--- src/rtl/fp_sqrt_pkg.sv ---
// Shared constants, state/class encodings and operand classification for fp_sqrt_core.
package fp_sqrt_pkg;

  localparam int EXP_W  = 8;
  localparam int FRAC_W = 23;
  localparam int BIAS   = 127;
  localparam int ITER_N = 25;

  localparam logic [31:0] QNAN = 32'h7FC0_0000;
  localparam logic [31:0] PINF = 32'h7F80_0000;

  typedef enum logic [1:0] {IDLE, ITER, PACK} state_t;
  typedef enum logic [1:0] {NORMAL, ZERO, INF, NAN_OUT} cls_t;

  function automatic cls_t classify(input logic [31:0] x);
    logic [EXP_W-1:0]  e;
    logic [FRAC_W-1:0] f;
    e = x[30:23];
    f = x[22:0];
    if (e == '0)
      classify = ZERO;
    else if (e == '1 && f != '0)
      classify = NAN_OUT;
    else if (x[31])
      classify = NAN_OUT;
    else if (e == '1)
      classify = INF;
    else
      classify = NORMAL;
  endfunction

endpackage

--- src/rtl/fp_sqrt_root_step.sv ---
// One restoring square-root step: brings in two radicand bits, tries root*4+1, emits one root bit.
module fp_sqrt_root_step
  import fp_sqrt_pkg::*;
(
  input  logic [25:0] part_rem,
  input  logic [24:0] part_root,
  input  logic [1:0]  rad_bits,
  output logic [27:0] new_rem,
  output logic        root_bit
);

  logic [27:0] shifted;
  logic [27:0] trial;

  always_comb begin
    shifted  = {part_rem, rad_bits};
    trial    = {1'b0, part_root, 2'b01};
    root_bit = (shifted >= trial);
    new_rem  = root_bit ? (shifted - trial) : shifted;
  end

endmodule

--- src/rtl/fp_sqrt_core.sv ---
// Multi-cycle binary32 square root, RNE, fixed 27-cycle latency.
// Optional status flags output enabled by defining FP_SQRT_STATUS_EN.
module fp_sqrt_core
  import fp_sqrt_pkg::*;
#(
  parameter int DATAWIDTH = 32
) (
  input  logic                 clk,
  input  logic                 rst,
  input  logic                 start,
  input  logic [DATAWIDTH-1:0] data_i,
  output logic [DATAWIDTH-1:0] data_o,
  output logic                 busy,
`ifdef FP_SQRT_STATUS_EN
  output logic [1:0]           flags,
`endif
  output logic                 done
);

  state_t state_q, state_d;
  cls_t   cls_q;

  logic [DATAWIDTH-1:0] opr_q;
  logic [4:0]           cnt_q;
  logic [49:0]          rad_q;
  logic [27:0]          rem_q;
  logic [24:0]          root_q;
  logic [7:0]           exp_q;

  logic [27:0] step_rem;
  logic        step_bit;

  fp_sqrt_root_step u_step (
    .part_rem (rem_q[25:0]),
    .part_root(root_q),
    .rad_bits (rad_q[49:48]),
    .new_rem  (step_rem),
    .root_bit (step_bit)
  );

  always_ff @(posedge clk) begin
    if (rst)
      state_q <= IDLE;
    else
      state_q <= state_d;
  end

  // ITER spends its first cycle aligning the operand, then 25 cycles iterating.
  always_comb begin
    state_d = state_q;
    busy    = (state_q != IDLE);
    case (state_q)
      IDLE: if (start) state_d = ITER;
      ITER: if (cnt_q == 5'(ITER_N)) state_d = PACK;
      PACK: state_d = IDLE;
      default: state_d = IDLE;
    endcase
  end

  always_ff @(posedge clk) begin
    case (state_q)
      IDLE: begin
        if (start) begin
          opr_q <= data_i;
          cls_q <= classify(data_i);
          cnt_q <= '0;
        end
      end
      ITER: begin
        cnt_q <= cnt_q + 5'd1;
        if (cnt_q == '0) begin
          // Even biased exponent means odd unbiased exponent: pre-shift mantissa by one.
          rad_q  <= opr_q[23] ? {2'b01, opr_q[22:0], 25'b0} : {1'b1, opr_q[22:0], 26'b0};
          rem_q  <= '0;
          root_q <= '0;
          exp_q  <= {1'b0, opr_q[30:24]} + 8'(BIAS / 2) + {7'b0, opr_q[23]};
        end else begin
          rad_q  <= {rad_q[47:0], 2'b00};
          rem_q  <= step_rem;
          root_q <= {root_q[23:0], step_bit};
        end
      end
      default: ;
    endcase
  end

  logic        guard, sticky, rnd_up;
  logic [23:0] frac_sum;
  logic [7:0]  exp_out;
  logic [31:0] result;
  logic [1:0]  status;

  always_comb begin
    guard    = root_q[0];
    sticky   = (rem_q != '0);
    rnd_up   = guard & (sticky | root_q[1]);
    frac_sum = {1'b0, root_q[23:1]} + {23'b0, rnd_up};
    exp_out  = exp_q + {7'b0, frac_sum[23]};
    result   = '0;
    status   = '0;
    case (cls_q)
      ZERO:    result = {opr_q[31], 31'b0};
      INF:     result = PINF;
      NAN_OUT: begin
        result    = QNAN;
        status[1] = 1'b1;
      end
      default: begin
        result    = {1'b0, exp_out, frac_sum[22:0]};
        status[0] = guard | sticky;
      end
    endcase
  end

  always_ff @(posedge clk) begin
    if (rst) begin
      data_o <= '0;
      done   <= 1'b0;
    end else begin
      done <= 1'b0;
      if (state_q == PACK) begin
        data_o <= result;
        done   <= 1'b1;
      end
    end
  end

`ifdef FP_SQRT_STATUS_EN
  always_ff @(posedge clk) begin
    if (rst)
      flags <= '0;
    else if (state_q == PACK)
      flags <= status;
  end
`else
  logic unused_status;
  assign unused_status = ^status;
`endif

endmodule

--- config.mk ---
export PLATFORM = sky130hd
export DESIGN_NAME = fp_sqrt_core
export DESIGN_NICKNAME = d
export VERILOG_FILES = /design/src/rtl/fp_sqrt_pkg.sv /design/src/rtl/fp_sqrt_root_step.sv /design/src/rtl/fp_sqrt_core.sv
export SDC_FILE = /design/constraint.sdc
export NUM_CORES = 1
export LEC_CHECK = 0
export BUFFER_PORTS_ARGS = -buffer_cell sky130_fd_sc_hd__buf_2
export CAP_MARGIN = 0
export CELL_PAD_IN_SITES_DETAIL_PLACEMENT = 2
export CELL_PAD_IN_SITES_GLOBAL_PLACEMENT = 2
export CORE_MARGIN = 1.5
export CORE_UTILIZATION = 40
export CTS_BUF_LIST = sky130_fd_sc_hd__clkbuf_4 sky130_fd_sc_hd__clkbuf_8 sky130_fd_sc_hd__clkbuf_16
export CTS_CLUSTER_DIAMETER = 120
export DETAILED_ROUTE_END_ITERATION = 7
export PLACE_DENSITY = 0.88
export SLEW_MARGIN = 40
export SYNTH_ARGS = -nofsm -noshare
export SYNTH_HDL_FRONTEND = slang
export SYNTH_HIERARCHICAL = 1
export SYNTH_SLANG_ARGS = --single-unit
--- constraint.sdc ---
create_clock -name clk -period 4.2 [get_ports clk]
set_input_delay 0.63 -clock clk [delete_from_list [all_inputs] [get_ports clk]]
set_output_delay 0.63 -clock clk [all_outputs]
set_load 0.02 [all_outputs]
; Yosys cells after proc, flatten, opt, wreduce, memory -nomap -nowiden
; Cells that the tools add are included.
; W data, S select, Z words.
[word_totals]
wordCells = 56
output_inout_bits = 34
regBits = 185
[classes]
muxes = 13
n_addsub = 6
n_lt_le_gt_ge = 1
n_reduce_logical = 13
n_eq_ne = 9
bitwise = 2
[ops]
columns = operator, n
row1 = $mux W50, 2
row2 = $pmux W32 S3, 1
row3 = $ge A28 B27 Y1, 1
row4 = $mux W28, 1
row5 = $reduce_bool A28 Y1, 1
row6 = $sub A28 B27 Y28, 1
row7 = $add A23 B1 Y24, 1
row8 = $reduce_bool A23 Y1, 1
row9 = $add A8 B1 Y8, 2
row10 = $mux W2, 5
row11 = $pmux W5 S2, 1
row12 = $add A7 B6 Y8 const B, 1
row13 = $eq A8 B8 Y1 const B, 1
row14 = $logic_not A8 Y1, 1
row15 = $reduce_and A2 Y1, 4
row16 = $eq A2 B2 Y1 const B, 3
row17 = $add A5 B1 Y5 const B, 1
row18 = $eq A5 B5 Y1 const B, 1
row19 = $logic_not A5 Y1, 1
row20 = $mux W5, 1
row21 = $eq A2 B1 Y1 const B, 2
row22 = $ne A2 B2 Y1 const B, 2
row23 = $pmux W2 S2, 1
row24 = $reduce_bool A2 Y1, 2
row25 = 6 further kinds, 6

; Depth between registers and ports, before layout
; Gate-level depths: netlist of run 1.
[logic_depth]
word_depth = 6
mapped_depth = 13
depth_no_buf = 10

; Cells and area by module
; Netlist of run 1, hierarchy kept.
[by_module_without_submodules]
columns = module, area_each_um2, cells_per_inst, instances
row1 = fp_sqrt_core, 6915.4, 566, 1
row2 = fp_sqrt_root_step, 2069.5, 290, 1

; Worst setup path after synthesis of run 1
; OpenSTA, ideal clock, no wires.
[synth_path]
kind = reg-to-reg
from = register root_q[3]
to = register rem_q[12] (data pin)
t_arrival_ns = 2.644
n_path_buf = 2
slack_ns = 1.301
stages_incl_launch_ff = 13
period_less_slack_ns = 2.899
path_cell_list = edfxtp_1 inv_1 ha_1 a21o_1 or3_4 o21ai_2 o21ai_2 o211ai_4 and2_4 buf_6 buf_12 mux2_4 and2_1
[synth_between]
elab_chain_len = 2
[synth_lines]
columns = element, line_no
row1 = from (decl), fp_sqrt_core.sv:27  ; logic [24:0] root_q;
row2 = from (signal assigned), fp_sqrt_core.sv:80  ; root_q <= {root_q[23:0], step_bit};
row3 = $sub A28 B27 Y28 or $ge A28 B27 Y1 (tied branches), "fp_sqrt_root_step.sv:19, fp_sqrt_root_step.sv:18"
row4 = $mux W28 (*), fp_sqrt_root_step.sv:19  ; new_rem = root_bit ? (shifted - trial) : shifted;
row5 = net step_rem[12], fp_sqrt_core.sv:30  ; logic [27:0] step_rem;
row6 = to (signal assigned), fp_sqrt_core.sv:79  ; rem_q <= step_rem;
row7 = to (decl), fp_sqrt_core.sv:26  ; logic [27:0] rem_q;
; The timed path passes the listed nets; every way through them passes the cells marked *.
; A chain may end at the register's enable or synchronous reset.

; Final worst setup path of run 1
[layout_path]
from = register root_q[3]
to = register data_o[29]
[layout_between]
elab_chain_len = 3
[layout_lines]
columns = element, line_no
row1 = $add A23 B1 Y24, fp_sqrt_core.sv:97  ; frac_sum = {1'b0, root_q[23:1]} + {23'b0, rnd_up};
row2 = $add A8 B1 Y8, fp_sqrt_core.sv:98  ; exp_out = exp_q + {7'b0, frac_sum[23]};
row3 = $pmux W32 S3, fp_sqrt_core.sv:101  ; case (cls_q)
row4 = to (signal assigned), fp_sqrt_core.sv:122  ; data_o <= result;
row5 = to (decl), fp_sqrt_core.sv:12  ; output logic [DATAWIDTH-1:0] data_o,
; No other way between the ends.

==> out/metrics.yaml, run 1 <==
syn_nets: 926
violations: "DRC"
critPathArrivalTime_ps: 3910
clkSinkCount: 160
seqCellArea_um2: 4450
r2r-end: "data_o[29]"
critPathLaunchType: "flop"
yosysUniqueCellTypes: 76
drc: 1
synth_top_area_share_pct: 41.8
holdCritStartpoint: "data_i[7]"
grt.total_usage_pct: 27.6
dp_hpwl_um: 19900
slowest_delay_ps: 630
clockRootBuffer: "clkbuf_16"
criticalPathCategory: "reg -> reg"
rr_startpoint: "root_q[3]"
p_sw_mw: 1.77
final-setup-viol-count: 0
netSwitchingFraction_pct: 34.8
clk_pin_slew_ps: 80
grt_start_max_net_pins: 50
synthTopCellsByArea: "edfxtp_1 (42%), dfxtp_1 (7.8%), ha_1 (4.9%)"
synth-edff-count: 125
drt-pass1-iter-count: 6
final.setup.tns_ps: 0
cts_hold_buf: 0
required_ps: 4560
cts.repair.resized: 0
cts_max_path_buffers: 2
clock_latency_ps: 450
fmax_ghz: 0.282
finalCritPeriodShare_pct: 84.5
cts_buffers: 17
synth_ff_type: "edfxtp_1"
synth_compound_gate_area_share_pct: 11.6
yosysWarnings: 6
final_nets: 983
hold_path_depth: 1
drt-initial-drc-count: 428
rr_worst_depth: 9
vdd_drop_max_uv: 220
synthSimpleGateAreaFrac_pct: 19.9
routed_via_density: 5.99
grt-ovfl-total: 0
final_antenna_net_count: 0
seq_power_share_pct: 40.6
path_max_fanout: 10
synth_top_family_by_area: "simple AND/OR/NAND/NOR gates"
ys_seq_area_share_pct: 49.6
core_um2: 22000
ys_async_sr_fraction_pct: 0
layout-drive-gt1-share_pct: 16.3
std_cell_rows: 54
power_frac_clock_pct: 31.3
path_cells: "and4_1 -> nand4_2 -> nor4_1 -> ha_1 -> ha_1 -> nand3_1 -> or3_1 -> a21o_1 -> a211oi_1"
status: "finished with violations"
max_cap_violations: 0
p_per_area_nw_per_um2: 503
wl_um: 31200
synth_mux_area_share_pct: 5.47
mostFrequentLayoutCells: "edfxtp_1 (125), nand2_1 (74), buf_2 (68)"
p_leak_nw: 3.99
fin_area_um2: 10100
synth.avg_cell_area_um2: 10.5
postCtsSetupRepairBufs: 0
yosysTopAreaCell: "edfxtp_1"
layout_commonest_cell: "edfxtp_1"
dpl_cell_area_um2: 9540
fin_worst_skew_ps: 12.6
initial_core_util_pct: 40.9
portBuffers: 68
die-area_um2: 23400
slew_viol_final: 0
synthAdderAreaFrac_pct: 4.87
multi_input_area_um2: 4160
fill_cells: 2238
antennaDiodeCount: 0
grt_pass1_wl_um: 49000
holdPathEnd: "opr_q[7]"
slew_headroom_pct: 44.6
end_kind: "flop"
yosys_register_bits: 160
internal_power_mw: 3.32
die_y_um: 153
netlist_area_um2: 8980
fin_crit_ps: 3550
ioPinCount: 69
grt_pass1_vias: 8044
area_growth_pct: 12.9
antenna_found_initial: 0
cpMostUsedCell: "ha_1"
hold_viol_final: 0
htreeDepth: 4
slowest_stage: "nor4_1"
synth-xor-area-share_pct: 4.19
min_path_type: "in -> reg"
reg2reg_slack_ps: 650
cts_tree: "done"
vias: 7222
power_frac_comb_pct: 28.1
tightestPinTransition_ps: 831
whs_ps: 365
dieWidth_um: 153
grt_setup_unrepaired: "no"
wl_per_cell_um: 25.9
synth_cells: 856
routabilityCongestion: 0.867
## worst max-delay path by stage
stage,slack (ps),end,from
2_1_floorplan,1300,rem_q[12],root_q[3]
3_3_place_gp,930,rem_q[10],root_q[12]
3_5_place_dp,800,data_o[29],root_q[3]
4_1_cts,590,rem_q[19],root_q[6]
5_1_grt,560,rem_q[10],root_q[13]
6_report,650,data_o[29],root_q[3]
## layout make-up
cell class	instances	share of cell area [%]
Sequential cell	160	43.9
Multi-Input combinational cell	610	41.0
Clock buffer	17	4.20
Timing Repair Buffer	77	4.02
Tap cell	280	3.46
Inverter	47	1.74
Clock inverter	15	1.65
## layer usage
layer  vias to the layer above  GRT usage, %  part of all wire (%)
met5                         -             0                     0
met4                         0          13.7                   4.3
li1                       3252             -                     -
met1                      3708          31.5                    40
met3                        75          4.22                   3.4
met2                       187          50.3                    52
## Yosys cell counts (all sizes together) (4+ instances only)
cell,count
xor2,15
dfxtp,35
nor2,53
nand2b,6
a21oi,34
a211oi,4
nand3,39
o211ai,9
mux2i,24
and3,10
or3,4
edfxtp,125
nand4,15
o21a,8
or4,7
mux2,19
nor4,16
and4,8
clkbuf,19
inv,47
ha,35
xnor2,28
a31oi,4
and2,58
nor3,18
buf,20
nand2,74
nand4b,4
a21o,13
a22oi,5
o21ai,58
## worst max-delay path, delay by kind of cell, from the launching register on
family          cells  cell delay, ps
fa+ha+maj           2             620
simple gates        5            1920
flops               1             500
compound gates      2             420
## flip-flops by register name, summed over array words and instances (netlist names)
register	cells
cls_q	2
data_o	32
rem_q	28
rad_q	25
root_q	25
exp_q	8
opr_q	32
cnt_q	5
done	1
state_q	2
## power groups by stage
| stage | sequential, mW | combinational (mW) | clock (mW) |
|---|---|---|---|
| detailed placement | 2.10 | 1.35 | 0 |
| global route | 2.09 | 1.54 | 1.67 |
| floorplan | 2.03 | 1.05 | 0 |
| finish | 2.07 | 1.43 | 1.60 |
| global placement | 2.08 | 1.26 | 0 |
| CTS | 2.07 | 1.42 | 1.62 |
## stage by stage
step | utilization, % | power [mW] | instances | worst slack (ps)
4_1_cts | 46.1 | 5.11 | 1206 | 589
6_report | 46.2 | 5.10 | 1206 | 652
5_1_grt | 46.2 | 5.30 | 1206 | 559
3_5_place_dp | 43.4 | 3.45 | 1174 | 795
3_3_place_gp | 43.4 | 3.33 | 1174 | 926
2_1_floorplan | - | 3.08 | 856 | 1300
## cell families (layout without fill, tap and decap cells)
family,after synthesis,after routing
DFF,160,160
xor gates and xnor gates,43,43
AOI/OAI and AO/OA,162,162
muxes,43,43
adders and majority gates,35,35
buffers and inverters,86,156
and+or+nand+nor,327,327
No activity file was read; power rests on OpenSTA's default activity.
==> inputs of run 2 (changes only) <==
--- a/config.mk
+++ b/config.mk
@@ -5,16 +5,17 @@
 export SDC_FILE = /design/constraint.sdc
 export NUM_CORES = 1
 export LEC_CHECK = 0
+export ABC_AREA = 1
 export BUFFER_PORTS_ARGS = -buffer_cell sky130_fd_sc_hd__buf_2
 export CAP_MARGIN = 0
 export CELL_PAD_IN_SITES_DETAIL_PLACEMENT = 2
 export CELL_PAD_IN_SITES_GLOBAL_PLACEMENT = 2
 export CORE_MARGIN = 1.5
-export CORE_UTILIZATION = 40
+export CORE_UTILIZATION = 32
 export CTS_BUF_LIST = sky130_fd_sc_hd__clkbuf_4 sky130_fd_sc_hd__clkbuf_8 sky130_fd_sc_hd__clkbuf_16
 export CTS_CLUSTER_DIAMETER = 120
 export DETAILED_ROUTE_END_ITERATION = 7
-export PLACE_DENSITY = 0.88
+export PLACE_DENSITY = 0.84
 export SLEW_MARGIN = 40
 export SYNTH_ARGS = -nofsm -noshare
 export SYNTH_HDL_FRONTEND = slang
==> constraint.sdc (replaced) <==
create_clock -name clk -period 3 [get_ports clk]
set_input_delay 0.45 -clock clk [delete_from_list [all_inputs] [get_ports clk]]
set_output_delay 0.45 -clock clk [all_outputs]
set_load 0.02 [all_outputs]
==> run 2 against run 1 <==
Effect of this change:
- worst hold slack got worse by 170 ps
- register-to-register slack got worse by 450 ps
- clock skew increased by 1.6 ps
- highest routed layer unchanged
- synthesized area increased by 6.5%
- count of clock-buffer cells in the layout increased by 1
- design area increased by 9.7%
- global-route usage decreased by 6.5 points
- the flow now finishes without violations
- sequential power increased by 36%
- cell count increased by 45%
==> out/metrics.yaml, run 2 <==
max_cap_violations: 0
grt_pass1_wl_um: 50500
clock_latency_ps: 440
die_y_um: 176
die-area_um2: 30900
final_nets: 1416
r2r-end: "data_o[29]"
syn_nets: 1329
final_antenna_net_count: 0
yosysWarnings: 6
grt.total_usage_pct: 21.2
p_leak_nw: 5.25
critPathLaunchType: "flop"
grt-ovfl-total: 0
layout_commonest_cell: "nand2_1"
vdd_drop_max_uv: 326
rr_startpoint: "root_q[2]"
reg2reg_slack_ps: 200
synthTopCellsByCount: "nand2_1 (378), inv_1 (237), nor2_1 (151), edfxtp_1 (125), nand3_1 (60)"
slowest_delay_ps: 430
initial_core_util_pct: 32.4
ys_async_sr_fraction_pct: 0
end_kind: "flop"
dieWidth_um: 176
fin_worst_skew_ps: 14.2
ys_seq_area_share_pct: 46.6
critPathArrivalTime_ps: 3150
synth-edff-count: 125
p_per_area_nw_per_um2: 636
std_cell_rows: 63
grt_pass1_vias: 9502
criticalPathCategory: "reg -> reg"
cpMostUsedCell: "nand2_1"
grt_start_max_net_pins: 80
drt-pass1-iter-count: 5
status: "finished, final reports clean"
synth_top_area_share_pct: 39.2
synth_cells: 1259
cts_max_path_buffers: 2
dpl_cell_area_um2: 10400
final-setup-viol-count: 0
clkSinkCount: 160
clk_pin_slew_ps: 80
antenna_found_initial: 0
rr_worst_depth: 16
yosysMostFrequentCell: "nand2_1"
synthTopCellsByArea: "edfxtp_1 (39%), nand2_1 (15%), inv_1 (9.3%)"
mostFrequentLayoutCells: "nand2_1 (378), inv_1 (237), nor2_1 (148)"
path_max_fanout: 4
drc: 0
synth_ff_type: "edfxtp_1"
synth.avg_cell_area_um2: 7.60
drt-initial-drc-count: 478
path_buf_inv: 2
yosysTopAreaCell: "edfxtp_1"
fin_crit_ps: 2800
crit_cells: 16
routed_via_density: 4.98
required_ps: 3360
ioPinCount: 69
slew_headroom_pct: 44.3
htreeDepth: 4
cts_buffers: 17
path_cells: "nand2_1 -> nor2_4 -> nand3_2 -> nor2_4 -> inv_1 -> nor4_4 -> buf_4 -> ha_1 -> ha_1 -> nand2_1 -> nor2_1 -> nand2_1 -> nor2_1 -> xor2_1 -> nand2_1 -> a21oi_1"
routabilityCongestion: 0.841
portBuffers: 68
fin_area_um2: 11100
hold_viol_final: 0
path_delay_family: "simple AND/OR/NAND/NOR gates"
crit_start: "root_q[2]"
area_growth_pct: 16.2
wl_per_cell_um: 18.8
tightestPinTransition_ps: 835
core_um2: 29600
final.setup.tns_ps: 0
clockRootBuffer: "clkbuf_16"
crit_end: "data_o[29]"
finalCritPeriodShare_pct: 93.2
yosysUniqueCellTypes: 38
largestRegisters: "data_o x32, opr_q x32, rem_q x28"
wl_um: 32800
slew_viol_final: 0
netlist_area_um2: 9570
layout-drive-gt1-share_pct: 12.1
slowest_stage: "edfxtp_1"
min_path_type: "in -> reg"
yosys_register_bits: 160
fmax_ghz: 0.358
dp_hpwl_um: 23500
cts_tree: "done"
vias: 8714
==> run 2: cell types whose count changed after synthesis, sizes merged, moves of 21 or more <==
cell,previous run,this run
nand2,74,382
inv,47,246
nor2,53,164
and2,58,1
nand3,39,64
mux2i,24,0
a21oi,34,55
o21ai,58,37
==> run 2: what timing repair did <==
action	in CTS	in global routing
hold buffers	0	0
setup endpoints to repair	1	4
cloned	0	1
setup buffers	0	11
pin swaps	0	3
resized for setup	1	2
==> run 2: final cells by class <==
cell class	count	area (um^2)
repair buffers	93	562
fillers	3516	18400
inverters	247	927
well taps	390	488
clock inverters	14	163
multi-input cells	827	4090
diodes	1	2.50
flip-flops and latches	160	4450
clock buffers	18	433
==> run 2: how the worst min path moves through the flow <==
| stage | slack, ps | from | depth (start not counted) | endpoint |
|---|---|---|---|---|
| 3_3_place_gp | 450 | data_o[15] | 2 | data_o[15] |
| 4_1_cts | 170 | data_i[9] | 1 | opr_q[9] |
| 6_report | 190 | data_i[9] | 1 | opr_q[9] |
| 5_1_grt | 180 | data_i[9] | 1 | opr_q[9] |
| 3_5_place_dp | 460 | data_o[9] | 2 | data_o[9] |
| 2_1_floorplan | 490 | rad_q[47] | 2 | rad_q[49] |
==> run 2: per-layer routing <==
metal | routed length, um | vias up | GRT usage [%]
met5 | 0 | - | 0
met4 | 742 | 0 | 6.77
met3 | 804 | 46 | 2.53
li1 | - | 4162 | -
met1 | 13900 | 4343 | 24.8
met2 | 17400 | 163 | 39.7
==> run 2: cell families (layout without fill, tap and decap cells) <==
logic type                 count (synthesis)  count (layout)  share of synthesized area (%)
DFF                                      160             160                           46.6
other                                      0               1                              0
adders and majority gates                 35              35                           4.58
buffers and inverters                    272             372                           11.1
xor gates and xnor gates                  24              24                           2.20
and+or+nand+nor                          650             650                           28.4
AOI/OAI and AO/OA                        118             118                           7.18
==> run 2: report_power, final <==
| part | switching, mW | internal (mW) | total [mW] |
|---|---|---|---|
| sequential | 0.150 | 2.67 | 2.82 |
| clock | 1.11 | 1.13 | 2.24 |
| combinational | 1.35 | 0.660 | 2.01 |
==> run 2: stage by stage <==
step                hold slack (ps)  total power [mW]  setup slack [ps]  cells  utilization, %
floorplan                       487              4.16               249   1259               -
global placement                450              4.65               272   1705            35.2
detailed placement              461              4.78              29.7   1705            35.2
CTS                             173              7.08              79.6   1737            37.2
global route                    176              7.45             -47.8   1749            37.6
finish                          191              7.07               203   1750            37.6
